[src/rtl/serial_nibble_adder_pkg.sv]
// Shared types and the 4-bit carry-lookahead function for serial_nibble_adder.
package serial_nibble_adder_pkg;

    localparam int unsigned NIBBLE_W = 4;

    typedef enum logic [1:0] {
        IDLE = 2'd0,
        RUN  = 2'd1,
        DONE = 2'd2
    } state_e;

    // Returns {C4, sum[3:0]} using generate/propagate lookahead equations.
    function automatic logic [NIBBLE_W:0] cla4(
        input logic [NIBBLE_W-1:0] x,
        input logic [NIBBLE_W-1:0] y,
        input logic                ci
    );
        logic [NIBBLE_W-1:0] g;
        logic [NIBBLE_W-1:0] p;
        logic [NIBBLE_W:0]   c;
        g    = x & y;
        p    = x ^ y;
        c[0] = ci;
        c[1] = g[0] | (p[0] & ci);
        c[2] = g[1] | (p[1] & g[0]) | (p[1] & p[0] & ci);
        c[3] = g[2] | (p[2] & g[1]) | (p[2] & p[1] & g[0])
             | (p[2] & p[1] & p[0] & ci);
        c[4] = g[3] | (p[3] & g[2]) | (p[3] & p[2] & g[1])
             | (p[3] & p[2] & p[1] & g[0]) | (p[3] & p[2] & p[1] & p[0] & ci);
        return {c[4], p ^ c[NIBBLE_W-1:0]};
    endfunction

endpackage

[src/rtl/serial_nibble_adder_slice.sv]
// Combinational 4-bit lookahead slice; carry into the MSB is exported only
// when SERIAL_NIBBLE_ADDER_OVF_EN is defined.
module nibble_cla_slice
    import serial_nibble_adder_pkg::*;
(
    input  logic [NIBBLE_W-1:0] a_nib,
    input  logic [NIBBLE_W-1:0] b_nib,
    input  logic                c_in,
    output logic [NIBBLE_W-1:0] sum_nib_c,
    output logic                c4_c
`ifdef SERIAL_NIBBLE_ADDER_OVF_EN
    ,
    output logic                c3_c
`endif
);

    assign {c4_c, sum_nib_c} = cla4(a_nib, b_nib, c_in);

`ifdef SERIAL_NIBBLE_ADDER_OVF_EN
    // Carry into bit 3 recovered from sum bit 3 and its propagate term.
    assign c3_c = sum_nib_c[NIBBLE_W-1] ^ a_nib[NIBBLE_W-1] ^ b_nib[NIBBLE_W-1];
`endif

endmodule

[src/rtl/serial_nibble_adder.sv]
// Multi-cycle adder: one 4-bit lookahead slice per clock, LSB nibble first.
// Optional signed-overflow output enabled by SERIAL_NIBBLE_ADDER_OVF_EN.
module serial_nibble_adder
    import serial_nibble_adder_pkg::*;
#(
    parameter int unsigned WIDTH = 16
) (
    input  logic             clk,
    input  logic             rst_n,
    input  logic             in_valid,
    output logic             in_ready,
    input  logic [WIDTH-1:0] a,
    input  logic [WIDTH-1:0] b,
    input  logic             c_in,
    output logic             out_valid,
    input  logic             out_ready,
    output logic [WIDTH-1:0] sum,
    output logic             c_out,
`ifdef SERIAL_NIBBLE_ADDER_OVF_EN
    output logic             ovf,
`endif
    output logic             busy
);

    localparam int unsigned NIBBLES = WIDTH / NIBBLE_W;
    localparam int unsigned CNT_W   = (NIBBLES > 1) ? $clog2(NIBBLES) : 1;

    if ((WIDTH < NIBBLE_W) || ((WIDTH % NIBBLE_W) != 0)) begin : g_bad_width
        $error("serial_nibble_adder: WIDTH must be a multiple of 4 and at least 4");
    end

    state_e              state_q;
    state_e              state_d;
    logic                accept;
    logic                last_slice;
    logic [WIDTH-1:0]    a_q;
    logic [WIDTH-1:0]    b_q;
    logic                carry_q;
    logic [CNT_W-1:0]    cnt_q;
    logic [NIBBLE_W-1:0] a_nib;
    logic [NIBBLE_W-1:0] b_nib;
    logic [NIBBLE_W-1:0] s_nib;
    logic                c4;
`ifdef SERIAL_NIBBLE_ADDER_OVF_EN
    logic                c3;
`endif

    // Select the operand nibbles addressed by the slice counter.
    always_comb begin
        a_nib = '0;
        b_nib = '0;
        for (int k = 0; k < int'(NIBBLES); k++) begin
            if (cnt_q == CNT_W'(k)) begin
                a_nib = a_q[k*NIBBLE_W +: NIBBLE_W];
                b_nib = b_q[k*NIBBLE_W +: NIBBLE_W];
            end
        end
    end

    nibble_cla_slice u_slice (
        .a_nib     (a_nib),
        .b_nib     (b_nib),
        .c_in      (carry_q),
        .sum_nib_c (s_nib),
        .c4_c      (c4)
`ifdef SERIAL_NIBBLE_ADDER_OVF_EN
        ,
        .c3_c      (c3)
`endif
    );

    assign last_slice = (cnt_q == CNT_W'(NIBBLES - 1));

    // Next-state logic.
    always_comb begin
        state_d = state_q;
        accept  = 1'b0;
        case (state_q)
            IDLE: begin
                if (in_valid && in_ready) begin
                    accept  = 1'b1;
                    state_d = RUN;
                end
            end
            RUN: begin
                if (last_slice) begin
                    state_d = DONE;
                end
            end
            DONE: begin
                if (out_ready) begin
                    state_d = IDLE;
                end
            end
            default: state_d = IDLE;
        endcase
    end

    // State register with registered handshake/status flags.
    always_ff @(posedge clk or negedge rst_n) begin
        if (!rst_n) begin
            state_q   <= IDLE;
            in_ready  <= 1'b1;
            busy      <= 1'b0;
            out_valid <= 1'b0;
        end else begin
            state_q   <= state_d;
            in_ready  <= (state_d == IDLE);
            busy      <= (state_d != IDLE);
            out_valid <= (state_d == DONE);
        end
    end

    // Operand capture, per-slice sum write-back and carry chaining.
    always_ff @(posedge clk or negedge rst_n) begin
        if (!rst_n) begin
            a_q     <= '0;
            b_q     <= '0;
            carry_q <= 1'b0;
            cnt_q   <= '0;
            sum     <= '0;
            c_out   <= 1'b0;
`ifdef SERIAL_NIBBLE_ADDER_OVF_EN
            ovf     <= 1'b0;
`endif
        end else if (accept) begin
            a_q     <= a;
            b_q     <= b;
            carry_q <= c_in;
            cnt_q   <= '0;
        end else if (state_q == RUN) begin
            carry_q <= c4;
            cnt_q   <= cnt_q + CNT_W'(1);
            for (int k = 0; k < int'(NIBBLES); k++) begin
                if (cnt_q == CNT_W'(k)) begin
                    sum[k*NIBBLE_W +: NIBBLE_W] <= s_nib;
                end
            end
            if (last_slice) begin
                c_out <= c4;
`ifdef SERIAL_NIBBLE_ADDER_OVF_EN
                ovf   <= c3 ^ c4;
`endif
            end
        end
    end

endmodule
[config.mk]
export PLATFORM = sky130hd
export DESIGN_NAME = serial_nibble_adder
export DESIGN_NICKNAME = d
export VERILOG_FILES = /design/src/rtl/serial_nibble_adder_pkg.sv /design/src/rtl/serial_nibble_adder_slice.sv /design/src/rtl/serial_nibble_adder.sv
export SDC_FILE = /design/constraint.sdc
export NUM_CORES = 1
export LEC_CHECK = 0
export CAP_MARGIN = 20
export CORE_UTILIZATION = 42
export DETAILED_ROUTE_END_ITERATION = 8
export MAX_ROUTING_LAYER = met4
export PLACE_DENSITY = 0.71
export SLEW_MARGIN = 20
export SYNTH_ARGS = -nofsm -noshare
export SYNTH_HDL_FRONTEND = slang
export SYNTH_SLANG_ARGS = --single-unit
[constraint.sdc]
create_clock -name clk -period 2.5 [get_ports clk]
set_input_delay 0.5 -clock clk [delete_from_list [all_inputs] [get_ports clk]]
set_output_delay 0.5 -clock clk [all_outputs]
set_load 0.02 [all_outputs]
; ---- Yosys cells after proc, flatten, opt, wreduce, memory -nomap -nowiden
; Index checks and enable logic that the tools add are counted.
[word_totals]
in_bits = 37
regBits = 57
[classes]
n_eq_ne = 6
addsub = 1
n_bitwise = 30
muxes = 18
reduce_logical = 10
[ops]
columns = op, count
row1 = two-way mux 4 bit, 8
row2 = AND 1 bit, 16
row3 = AND reduction 3 bit, 4
row4 = two-way mux 2 bit, 5
row5 = OR 1 bit, 10
row6 = "equality test 2 bit, second input constant", 4
row7 = bitwise XOR 4 bit, 2
row8 = zero test 2 bit, 3
row9 = case mux 2 bit (3 select lines), 1
row10 = AND 4 bit, 1
row11 = "equality test 2 x 1 -> 1 bit, second input constant", 2
row12 = two-way mux 1 bit, 4
row13 = nonzero test 2 bit, 2
row14 = "adder 2 x 1 -> 2 bit, second input constant", 1
row15 = logical AND 1 bit, 1
row16 = inverter 1 bit, 1

; ---- Longest topological paths before layout
; Gate-level depths: netlist of run 1.
[logic_depth]
depth_word = 13
depth_mapped = 11
mapped_depth_nobuf = 9

; ---- Hierarchy
; A second synthesis of run 1 with hierarchy kept.
[hier_totals]
cells_unflattened = 209
area_unflattened_um2 = 2631.3
[modules_own_cells]
columns = mod, area_per_inst_um2, n_inst, cells_per_inst
row1 = serial_nibble_adder, 2483.6, 1, 192
row2 = nibble_cla_slice, 147.6, 1, 17

; ---- Worst setup path after synthesis of run 1
; OpenSTA, ideal clock, no wires.
[synth_path]
path_type = register to register
start = register cnt_q[0]
end = register sum[10]
n_path_buf = 2
setup_slack_ps = 10
required_ps = 2404
path_stages_with_launch = 11
arrival_time_ps = 2394
path_cell_list = dfrtp_1 > inv_1 > ha_1 > buf_2 > clkbuf_1 > a21oi_1 > a22o_1 > ha_1 > a211oi_2 > nor2_1 > o31ai_1
[synth_via]
elab_chain_len = 10
[synth_rtl]
columns = element, line_no
row1 = start: declaration, serial_nibble_adder.sv:39  ; logic [CNT_W-1:0] cnt_q;
row2 = start signal: assignment, serial_nibble_adder.sv:133  ; cnt_q <= cnt_q + CNT_W'(1);
row3 = zero test 2 bit, serial_nibble_adder.sv:53  ; if (cnt_q == CNT_W'(k)) begin
row4 = two-way mux 4 bit (4 in a row), serial_nibble_adder.sv:53
row5 = bitwise XOR 4 bit or AND 4 bit (tied branches), "serial_nibble_adder_pkg.sv:22, serial_nibble_adder_pkg.sv:21"
row6 = AND 1 bit, serial_nibble_adder_pkg.sv:25  ; c[2] = g[1] | (p[1] & g[0]) | (p[1] & p[0] & ci);
row7 = OR 1 bit or AND 1 bit (tied branches), serial_nibble_adder_pkg.sv:25
row8 = OR 1 bit, serial_nibble_adder_pkg.sv:25
row9 = bitwise XOR 4 bit, serial_nibble_adder_pkg.sv:30  ; return {c[4], p ^ c[NIBBLE_W-1:0]};
row10 = end signal: indexed assignment, serial_nibble_adder.sv:136  ; sum[k*NIBBLE_W +: NIBBLE_W] <= s_nib;
row11 = end: declaration, serial_nibble_adder.sv:17  ; output logic [WIDTH-1:0] sum,
; Parallel ways exist; a longest one is shown, timed or not.
; A chain may end at the register's enable or synchronous reset.

; ---- Final worst setup path of run 1
[layout_path]
start = register cnt_q[1]
end = register sum[7]
[layout_via]
elab_chain_len = 11
[layout_rtl]
columns = element, line_no
row1 = zero test 2 bit, serial_nibble_adder.sv:53
row2 = two-way mux 4 bit (4 in a row), serial_nibble_adder.sv:53
row3 = bitwise XOR 4 bit or AND 4 bit (tied branches), "serial_nibble_adder_pkg.sv:22, serial_nibble_adder_pkg.sv:21"
row4 = AND 1 bit (on tied branches), "serial_nibble_adder_pkg.sv:26, serial_nibble_adder_pkg.sv:27"
row5 = OR 1 bit (tied with other cells), serial_nibble_adder_pkg.sv:26  ; c[3] = g[2] | (p[2] & g[1]) | (p[2] & p[1] & g[0])
row6 = OR 1 bit or AND 1 bit (tied branches), "serial_nibble_adder_pkg.sv:26, serial_nibble_adder_pkg.sv:27"
row7 = OR 1 bit, serial_nibble_adder_pkg.sv:27  ; | (p[2] & p[1] & p[0] & ci);
row8 = bitwise XOR 4 bit, serial_nibble_adder_pkg.sv:30
; Parallel ways exist; a longest one is shown, timed or not.

==> results of run 1 <==
[cells in the final DEF, fill, tap and decap left out, types with 3 or more instances in the layout]
cell type         n
a221oi_2          4
buf_12            3
buf_4            21
clkbuf_8          9
clkdlybuf4s50_1  55
clkinv_2          4
dfrtp_1          55
ha_2              3
ha_4              5
mux2_2           22
mux2_4           14
mux2i_1           5
nand2_1          23
nand3_1           9
nor2b_1           8
o2111ai_1         4
o21ai_0           8
o31ai_1           3
o31ai_2           7
[registers in the layout, summed over array words and instances (netlist names)]
register   flops
a_q           16
out_valid      1
b_q           16
c_out          1
cnt_q          2
busy           1
carry_q        1
in_ready       1
state_q        2
sum           16
[cell families after synthesis]
kind of cell | share of synthesized area
and+or+nand+nor | 0.115
adders and majority gates | 0.0435
xor gates and xnor gates | 0.00317
muxes | 0.184
AOI/OAI and AO/OA | 0.108
buffers and inverters | 0.0308
DFF | 0.517
[metrics by stage]
step	std cells	utilization
final	387	0.634
after global routing	387	0.634
after CTS	380	0.589
after detailed placement	364	0.555
after global placement	364	0.555
after floorplan	222	-
[per-layer routing]
layer	global-route usage	routed length, µm
met2	0.308	3080
met5	-	0
met1	0.242	2800
met3	0.0517	295
met4	0.0627	118
[worst max-delay path, stage by stage, from the launching register on]
cell	delay [ns]
dfrtp_1	0.41
inv_2	0.09
ha_4	0.18
buf_6	0.15
a21oi_2	0.11
o21ai_0	0.10
a22o_1	0.25
ha_4	0.29
a211oi_2	0.07
buf_4	0.17
or4_4	0.50
nand3_1	0.10
[power by group through the flow]
| stage | Clock [mW] | Sequential [mW] | Combinational [mW] |
|---|---|---|---|
| 2_1_floorplan | 0 | 1.78 | 1.90 |
| 3_3_place_gp | 0 | 1.70 | 3.11 |
| 3_5_place_dp | 0 | 1.72 | 3.19 |
| 4_1_cts | 0.826 | 1.71 | 3.36 |
| 5_1_grt | 0.874 | 1.81 | 4.50 |
| 6_report | 0.820 | 1.74 | 4.18 |
[worst paths after layout]
check                               from        to  cells past startpoint
worst max-delay path            cnt_q[1]    sum[7]                     11
worst min-delay path               rst_n    sum[5]                      1
worst max register to register  cnt_q[1]    sum[7]                     11
worst min register to register    sum[5]    sum[5]                      2
max in group asynchronous          rst_n  cnt_q[0]                      2
min in group clk                  sum[5]    sum[5]                      2
[final cells by class]
cell class	count	area share
Tap cell	77	0.0239
Clock buffer	10	0.0317
Clock inverter	6	0.0146
Multi-Input combinational cell	151	0.374
Inverter	4	0.00373
Timing Repair Buffer	82	0.198
Sequential cell	57	0.355
[what timing repair did]
item,CTS,global route
cloned,0,1
resized for setup,6,41
pin swaps,0,14
buffers inserted,0,6
endpoints found under the setup margin,10,12
==> results.json, run 1 <==
{
  "fillers": 487,
  "drt_iter0_markers": 85,
  "cts_buffers": 9,
  "total_design_power_mw": 6.74,
  "finalWirelength_um": 6290,
  "synth_area_mm2": 0.00276,
  "dpl_cell_area_mm2": 0.00353,
  "power_frac_clock": 0.122,
  "floorplan.die_area_mm2": 0.00691,
  "postLayoutSetupSlackWorst_ns": 0.0248,
  "setup-tns-final_ns": 0,
  "buffer_ports.inserted": 56,
  "status": "complete, no violations",
  "synth_warnings": 0,
  "detailed_place_hpwl_um": 4310,
  "floorplan.die.width_um": 83.1,
  "cp-start-kind": "register",
  "fin_hold_ws_ns": 0.156,
  "worstPathArrival_ns": 2.76,
  "seq_area_frac_synth": 0.517,
  "synth-edff-count": 0,
  "ys_async_sr_fraction": 1.00,
  "postSynthAreaPerCell_um2": 12.5,
  "cts_num_sinks": 57,
  "num-nets-final": 351,
  "crit_type": "reg2reg",
  "area_of_the_core_mm2": 0.00635,
  "post_route_clock_period_utilization": 0.990,
  "vias_per_cell": 5.39,
  "yosys.cell_count.top_type": "dfrtp_1",
  "number_of_antenna_violations_at_the_first_check_in_global_routing": 0,
  "vias": 2087,
  "mean_routed_wirelength_per_cell_um": 16.2,
  "grt_pass1_vias": 2126,
  "area_delta_synth_final_pct": 45.7,
  "grt_overflow_total": 0,
  "critPathRequiredTime_ns": 2.78,
  "max_cap_viols": 0,
  "final_number_of_max_transition_violations": 0,
  "clock_tree_from_tritoncts": "built",
  "ys_top_cells_by_area": "dfrtp_1 51%, mux2_2 9.0%, mux2_4 7.6%",
  "p_comb_frac": 0.620,
  "finClkSkew_ns": 0.00821,
  "dp_slack_ns": -0.165,
  "post-synth-top-area-cell": "dfrtp_1",
  "post_synth_inst_count": 222,
  "detailedRoute.firstPassIterationCount": 4,
  "post-route-cell-area_mm2": 0.00403,
  "pin_count": 57,
  "tightest_slew_ns": 0.589,
  "intPower_mw": 4.02,
  "initial_utilization": 0.435,
  "synth_nets": 268,
  "finalSetupViolations": 0,
  "clk_path_buf_depth": 2,
  "synth.cells.most_frequent": "56 x dfrtp_1, 23 x nand2_1, 22 x mux2_2",
  "clock_insertion_delay_worst_skew_ns": 0.34,
  "diodes_inserted": 0,
  "switching_share": 0.404,
  "drtAntennaViolNets": 0,
  "power_frac_seq": 0.258,
  "drc": 0,
  "regToRegSetupSlack_ns": 0.02,
  "clk_pin_slew_worst_paths_ns": 0.07,
  "synth-main-ff-cell": "dfrtp_1",
  "yosysUniqueCellTypes": 38,
  "die_height_um": 83.1,
  "groute.usage.overall": 0.194,
  "pin_count_of_the_biggest_net_entering_global_routing": 39,
  "min_period_ns": 2.48,
  "report.final.hold_viol_count": 0,
  "grt_pass1_wl_um": 10300,
  "final_layout_size_suffix_gt1_frac": 0.384,
  "row_count": 29,
  "ir_drop_mv": 0.952,
  "hold_path_class": "in2async",
  "worstPathMaxFanout": 8,
  "synth_seq_cells": 57,
  "multi_input_comb_area_mm2": 0.00150,
  "max-slew-margin-rel": 0.607,
  "gp_congestion": 0.888,
  "switching_power_mw": 2.73,
  "clock-root-buffer": "clkbuf_8",
  "netlist.area_leader.share": 0.507,
  "regArea_mm2": 0.00143,
  "leakagePower_nw": 1.79,
  "achievable-frequency_mhz": 404,
  "post_cts_hold_buffer_count": 0,
  "powerDensity_mw_per_mm2": 1670,
  "clock_tree.htree_level_count": 3,
  "endpoint_kind": "register"
}
(Power assumes the default switching activity.)
==> run 2, diff against run 1 <==
--- a/config.mk
+++ b/config.mk
@@ -6,6 +6,7 @@
 export NUM_CORES = 1
 export LEC_CHECK = 0
 export CAP_MARGIN = 20
+export CORE_MARGIN = 2
 export CORE_UTILIZATION = 42
 export DETAILED_ROUTE_END_ITERATION = 8
 export MAX_ROUTING_LAYER = met4
==> run 2 against run 1 <==
Flip-flop and latch count unchanged. Combinational power down 2%. Clock-buffer cell count unchanged. Largest power group unchanged.
==> results.json, run 2 (synthesis gave the netlist of run 1 again) <==
{
  "largest_incremental_delay_on_the_critical_path_ns": 0.42,
  "worstPathArrival_ns": 2.66,
  "clock-root-buffer": "clkbuf_8",
  "cts_num_sinks": 57,
  "r2r_end": "sum[15]",
  "die_height_um": 85.1,
  "post_cts_hold_buffer_count": 0,
  "number_of_antenna_violations_at_the_first_check_in_global_routing": 0,
  "powerDensity_mw_per_mm2": 1660,
  "mean_routed_wirelength_per_cell_um": 16.2,
  "drtAntennaViolNets": 0,
  "critPathSlowestCell": "dfrtp_1",
  "min_period_ns": 2.45,
  "regToRegSetupSlack_ns": 0.05,
  "fillers": 494,
  "pin_count_of_the_biggest_net_entering_global_routing": 58,
  "worstPathCellList": "inv_2, ha_2, nor2b_4, buf_6, a221oi_2, o31ai_1, ha_1, buf_4, nor2b_2, o2111ai_1, nand3_1",
  "initial_utilization": 0.435,
  "row_count": 29,
  "layout_common_cells": "56 x dfrtp_1, 55 x clkdlybuf4s50_1, 24 x buf_4",
  "clk_path_buf_depth": 2,
  "grt_pass1_wl_um": 10200,
  "clock_tree_from_tritoncts": "built",
  "total_design_power_mw": 6.64,
  "hold_path_class": "in2async",
  "finalSetupViolations": 0,
  "endpoint_kind": "register",
  "clock_tree.htree_level_count": 3,
  "max-slew-margin-rel": 0.665,
  "drt_iter0_markers": 112,
  "layout_commonest_cell": "dfrtp_1",
  "worstReg2RegStart": "cnt_q[0]",
  "floorplan.die.width_um": 85.1,
  "finalWirelength_um": 6320,
  "regArea_mm2": 0.00143,
  "buffer_ports.inserted": 56,
  "reg2regPathDepth": 11,
  "vias_per_cell": 5.31,
  "drc": 0,
  "groute.usage.overall": 0.186,
  "multi_input_comb_area_mm2": 0.00144,
  "achievable-frequency_mhz": 408,
  "grt_overflow_total": 0,
  "num-nets-final": 354,
  "dp_slack_ns": -0.0490,
  "biggestRegsByFlops": "a_q (16), b_q (16), sum (16)",
  "postLayoutSetupSlackWorst_ns": 0.0508,
  "clock_insertion_delay_worst_skew_ns": 0.34,
  "final_number_of_max_transition_violations": 0,
  "area_delta_synth_final_pct": 44.4,
  "tightest_slew_ns": 0.501,
  "report.final.hold_viol_count": 0,
  "diodes_inserted": 0,
  "final_core_utilization": 0.628,
  "final_layout_size_suffix_gt1_frac": 0.364,
  "clk_pin_slew_worst_paths_ns": 0.07,
  "worstPathMaxFanout": 6,
  "vias": 2072,
  "detailedRoute.firstPassIterationCount": 4,
  "finClkSkew_ns": 0.00770,
  "crit_type": "reg2reg",
  "detailed_place_hpwl_um": 4280,
  "status": "complete, no violations",
  "gp_congestion": 0.919,
  "post_route_clock_period_utilization": 0.980,
  "ir_drop_mv": 0.882,
  "area_of_the_core_mm2": 0.00635,
  "critPathRequiredTime_ns": 2.71,
  "floorplan.die_area_mm2": 0.00725,
  "cts_buffers": 9,
  "grt_pass1_vias": 2129,
  "unrepaired_setup_endpoints_after_global_routing": "true",
  "cp-start-kind": "register",
  "fin_hold_ws_ns": 0.154,
  "pin_count": 57,
  "leakagePower_nw": 1.80,
  "max_cap_viols": 0
}
==> run 2: area by class of cell <==
type                       count  area share
sequential                    57       0.358
timing repair buffer          86       0.206
multi-input combinational    150       0.362
tap                           77      0.0241
clock buffer                  10      0.0320
clock inverter                 6      0.0147
inverter                       4     0.00376
==> run 2: where the power goes <==
group / total [mW] / switching, mW / leakage, nW / internal, mW
logic: 4.08 / 1.91 / 1.01 / 2.17
clock network: 0.819 / 0.365 / 0.0998 / 0.454
registers: 1.74 / 0.345 / 0.691 / 1.39
==> run 2: worst max-delay path, delay by kind of cell (launching register included) <==
family | cells | cell delay (ns)
fa+ha+maj | 2 | 0.54
compound gates | 3 | 0.53
simple gates | 3 | 0.42
flops | 1 | 0.42
buf+inv | 3 | 0.40
==> run 2: worst max-delay path by stage <==
stage,from,end,slack (ns),depth (start not counted)
2_1_floorplan,cnt_q[0],sum[10],0.01,10
3_3_place_gp,cnt_q[1],sum[6],-0.02,10
3_5_place_dp,cnt_q[1],sum[10],-0.05,10
4_1_cts,cnt_q[0],carry_q,0.003,10
5_1_grt,cnt_q[0],sum[11],-0.06,10
6_report,cnt_q[0],sum[15],0.05,11
==> run 2: routing by layer <==
layer | wire length, µm | global-route usage | up-vias
met3 | 288 | 0.0457 | 19
met2 | 3050 | 0.276 | 65
met5 | 0 | - | -
met4 | 189 | 0.0938 | 0
li1 | - | - | 989
met1 | 2800 | 0.239 | 999
==> run 2: what timing repair did <==
item / in CTS / in global routing
cloned: 0 / 0
pin swaps: 0 / 8
endpoints found under the setup margin: 8 / 10
resized for setup: 6 / 36
buffers inserted: 1 / 7
==> run 2: through the flow <==
step | instance area, µm² | std cells | TNS, ns
after floorplan | 2760 | 222 | 0
after global placement | 3540 | 366 | -0.0345
after detailed placement | 3540 | 366 | -0.147
after CTS | 3750 | 383 | 0
after global routing | 3990 | 390 | -0.353
final | 3990 | 390 | 0
==> run 3, diff against run 2 <==
--- a/config.mk
+++ b/config.mk
@@ -6,7 +6,7 @@
 export NUM_CORES = 1
 export LEC_CHECK = 0
 export CAP_MARGIN = 20
-export CORE_MARGIN = 2
+export CORE_MARGIN = 5
 export CORE_UTILIZATION = 42
 export DETAILED_ROUTE_END_ITERATION = 8
 export MAX_ROUTING_LAYER = met4
==> run 3 against run 2 <==
Global-route usage down 2.6 points. Sequential share of layout area grew 0.23 points. Core utilization down 0.71 points. First-iteration DRC count fell by 17%. Maximum frequency shrank 0.78%. Clock-buffer cell count rose by 2. Clock power increased by 2%. Worst hold slack improved by 0.015 ns. Register-to-register slack got worse by 0.02 ns. Critical path depth shrank 2. Sequential power hardly changed. Largest power group unchanged.
==> results.json, run 3 (synthesis gave the netlist of run 1 again) <==
{
  "cts_num_sinks": 57,
  "num-nets-final": 354,
  "critPathSlowestCell": "or4_1",
  "vias_per_cell": 5.28,
  "tightest_slew_ns": 0.568,
  "clk_pin_slew_worst_paths_ns": 0.06,
  "pin_count_of_the_biggest_net_entering_global_routing": 39,
  "groute.usage.overall": 0.160,
  "worstPathMaxFanout": 11,
  "row_count": 29,
  "final_layout_size_suffix_gt1_frac": 0.359,
  "status": "complete, no violations",
  "area_of_the_core_mm2": 0.00639,
  "finalSetupViolations": 0,
  "setup-tns-final_ns": 0,
  "post_cts_hold_buffer_count": 0,
  "area_delta_synth_final_pct": 43.5,
  "fin_hold_ws_ns": 0.169,
  "detailedRoute.firstPassIterationCount": 4,
  "final_core_utilization": 0.621,
  "worstPathArrival_ns": 2.72,
  "cp-start-kind": "register",
  "finClkSkew_ns": 0.00530,
  "layout.cells.non_filler": 389,
  "powerDensity_mw_per_mm2": 1680,
  "grt_pass1_vias": 2055,
  "floorplan.die_area_mm2": 0.00830,
  "gp_congestion": 0.809,
  "grt_overflow_total": 0,
  "worstPathCellList": "buf_4, ha_2, buf_4, o31ai_2, ha_2, a211oi_2, buf_4, or4_1, nand3_1",
  "mean_routed_wirelength_per_cell_um": 16.5,
  "finalWirelength_um": 6420,
  "clk_path_buf_depth": 2,
  "drt_iter0_markers": 93,
  "total_design_power_mw": 6.67,
  "report.final.hold_viol_count": 0,
  "postLayoutSetupSlackWorst_ns": 0.0317,
  "layout_common_cells": "55 x dfrtp_1, 55 x clkdlybuf4s50_1, 27 x buf_4",
  "achievable-frequency_mhz": 405,
  "place.detailed.instances": 369,
  "post-route-cell-area_mm2": 0.00397,
  "worst_path_most_repeated_cell": "buf_4",
  "clock_insertion_delay_worst_skew_ns": 0.32,
  "crit_type": "reg2reg",
  "detailed_place_hpwl_um": 4650,
  "ir_drop_mv": 0.880,
  "max-slew-margin-rel": 0.621,
  "vias": 2053,
  "clock-root-buffer": "clkbuf_8",
  "cts_buffers": 9,
  "reg2regPathDepth": 9,
  "min_period_ns": 2.47,
  "leakagePower_nw": 1.78,
  "clock_tree.htree_level_count": 3,
  "die_height_um": 91.1,
  "max_cap_viols": 0,
  "post_route_clock_period_utilization": 0.987,
  "regToRegSetupSlack_ns": 0.03,
  "dpl_cell_area_mm2": 0.00355,
  "endpoint_kind": "register",
  "grt_pass1_wl_um": 10400,
  "fillers": 501,
  "biggestRegsByFlops": "a_q (16), b_q (16), sum (16)",
  "dp_slack_ns": -0.0897,
  "diodes_inserted": 0,
  "number_of_antenna_violations_at_the_first_check_in_global_routing": 0,
  "clock_tree_from_tritoncts": "built",
  "buffer_ports.inserted": 56,
  "drtAntennaViolNets": 0,
  "hold_path_class": "in2async",
  "final_number_of_max_transition_violations": 0,
  "largest_incremental_delay_on_the_critical_path_ns": 0.52,
  "pin_count": 57,
  "critPathRequiredTime_ns": 2.75,
  "initial_utilization": 0.433,
  "drc": 0,
  "floorplan.die.width_um": 91.1
}
## run 3: changes by cell type in the layout (fill, tap and decap cells not counted), sizes merged
cell	before	now
clkbuf	10	12
clkinv	5	2
## run 3: repair_timing
item / in CTS / in global routing
resized for setup: 7 / 31
pin swaps: 0 / 9
endpoints found under the setup margin: 10 / 18
setup buffers: 0 / 5
## run 3: worst max-delay path, delay by kind of cell (launching register included)
| family | cells | cell delay (ns) |
|---|---|---|
| and+or+nand+nor | 2 | 0.61 |
| adders and majority gates | 2 | 0.53 |
| DFF | 1 | 0.45 |
| AOI/OAI and AO/OA | 2 | 0.30 |
| buffers and inverters | 3 | 0.51 |
## run 3: path summary, 6_finish.rpt
| kind | startpoint | to |
|---|---|---|
| worst max-delay path | cnt_q[0] | sum[11] |
| worst min-delay path | rst_n | out_valid |
| worst max register to register | cnt_q[0] | sum[11] |
| worst min register to register | sum[10] | sum[10] |
| max in group asynchronous | rst_n | cnt_q[0] |
| min in group clk | sum[10] | sum[10] |
## run 3: area by class of cell
class                      count  area (µm²)  area share
multi-input combinational    150        1430       0.359
inverter                       4        17.5     0.00442
sequential                    57        1430       0.360
clock inverter                 3        40.0      0.0101
timing repair buffer          86         805       0.203
clock buffer                  12         155      0.0391
tap                           77        96.3      0.0243
## run 3: where the power goes
group / switching (mW) / internal [mW]
combinational: 1.94 / 2.16
sequential: 0.336 / 1.39
clock: 0.331 / 0.506
total: 2.61 / 4.06
## run 3: layer usage
metal	track usage	routed length, µm	up-vias
met3	0.0430	432	5
li1	-	-	997
met2	0.243	3150	74
met1	0.206	2790	977
met5	-	0	-
met4	0.0587	51	0
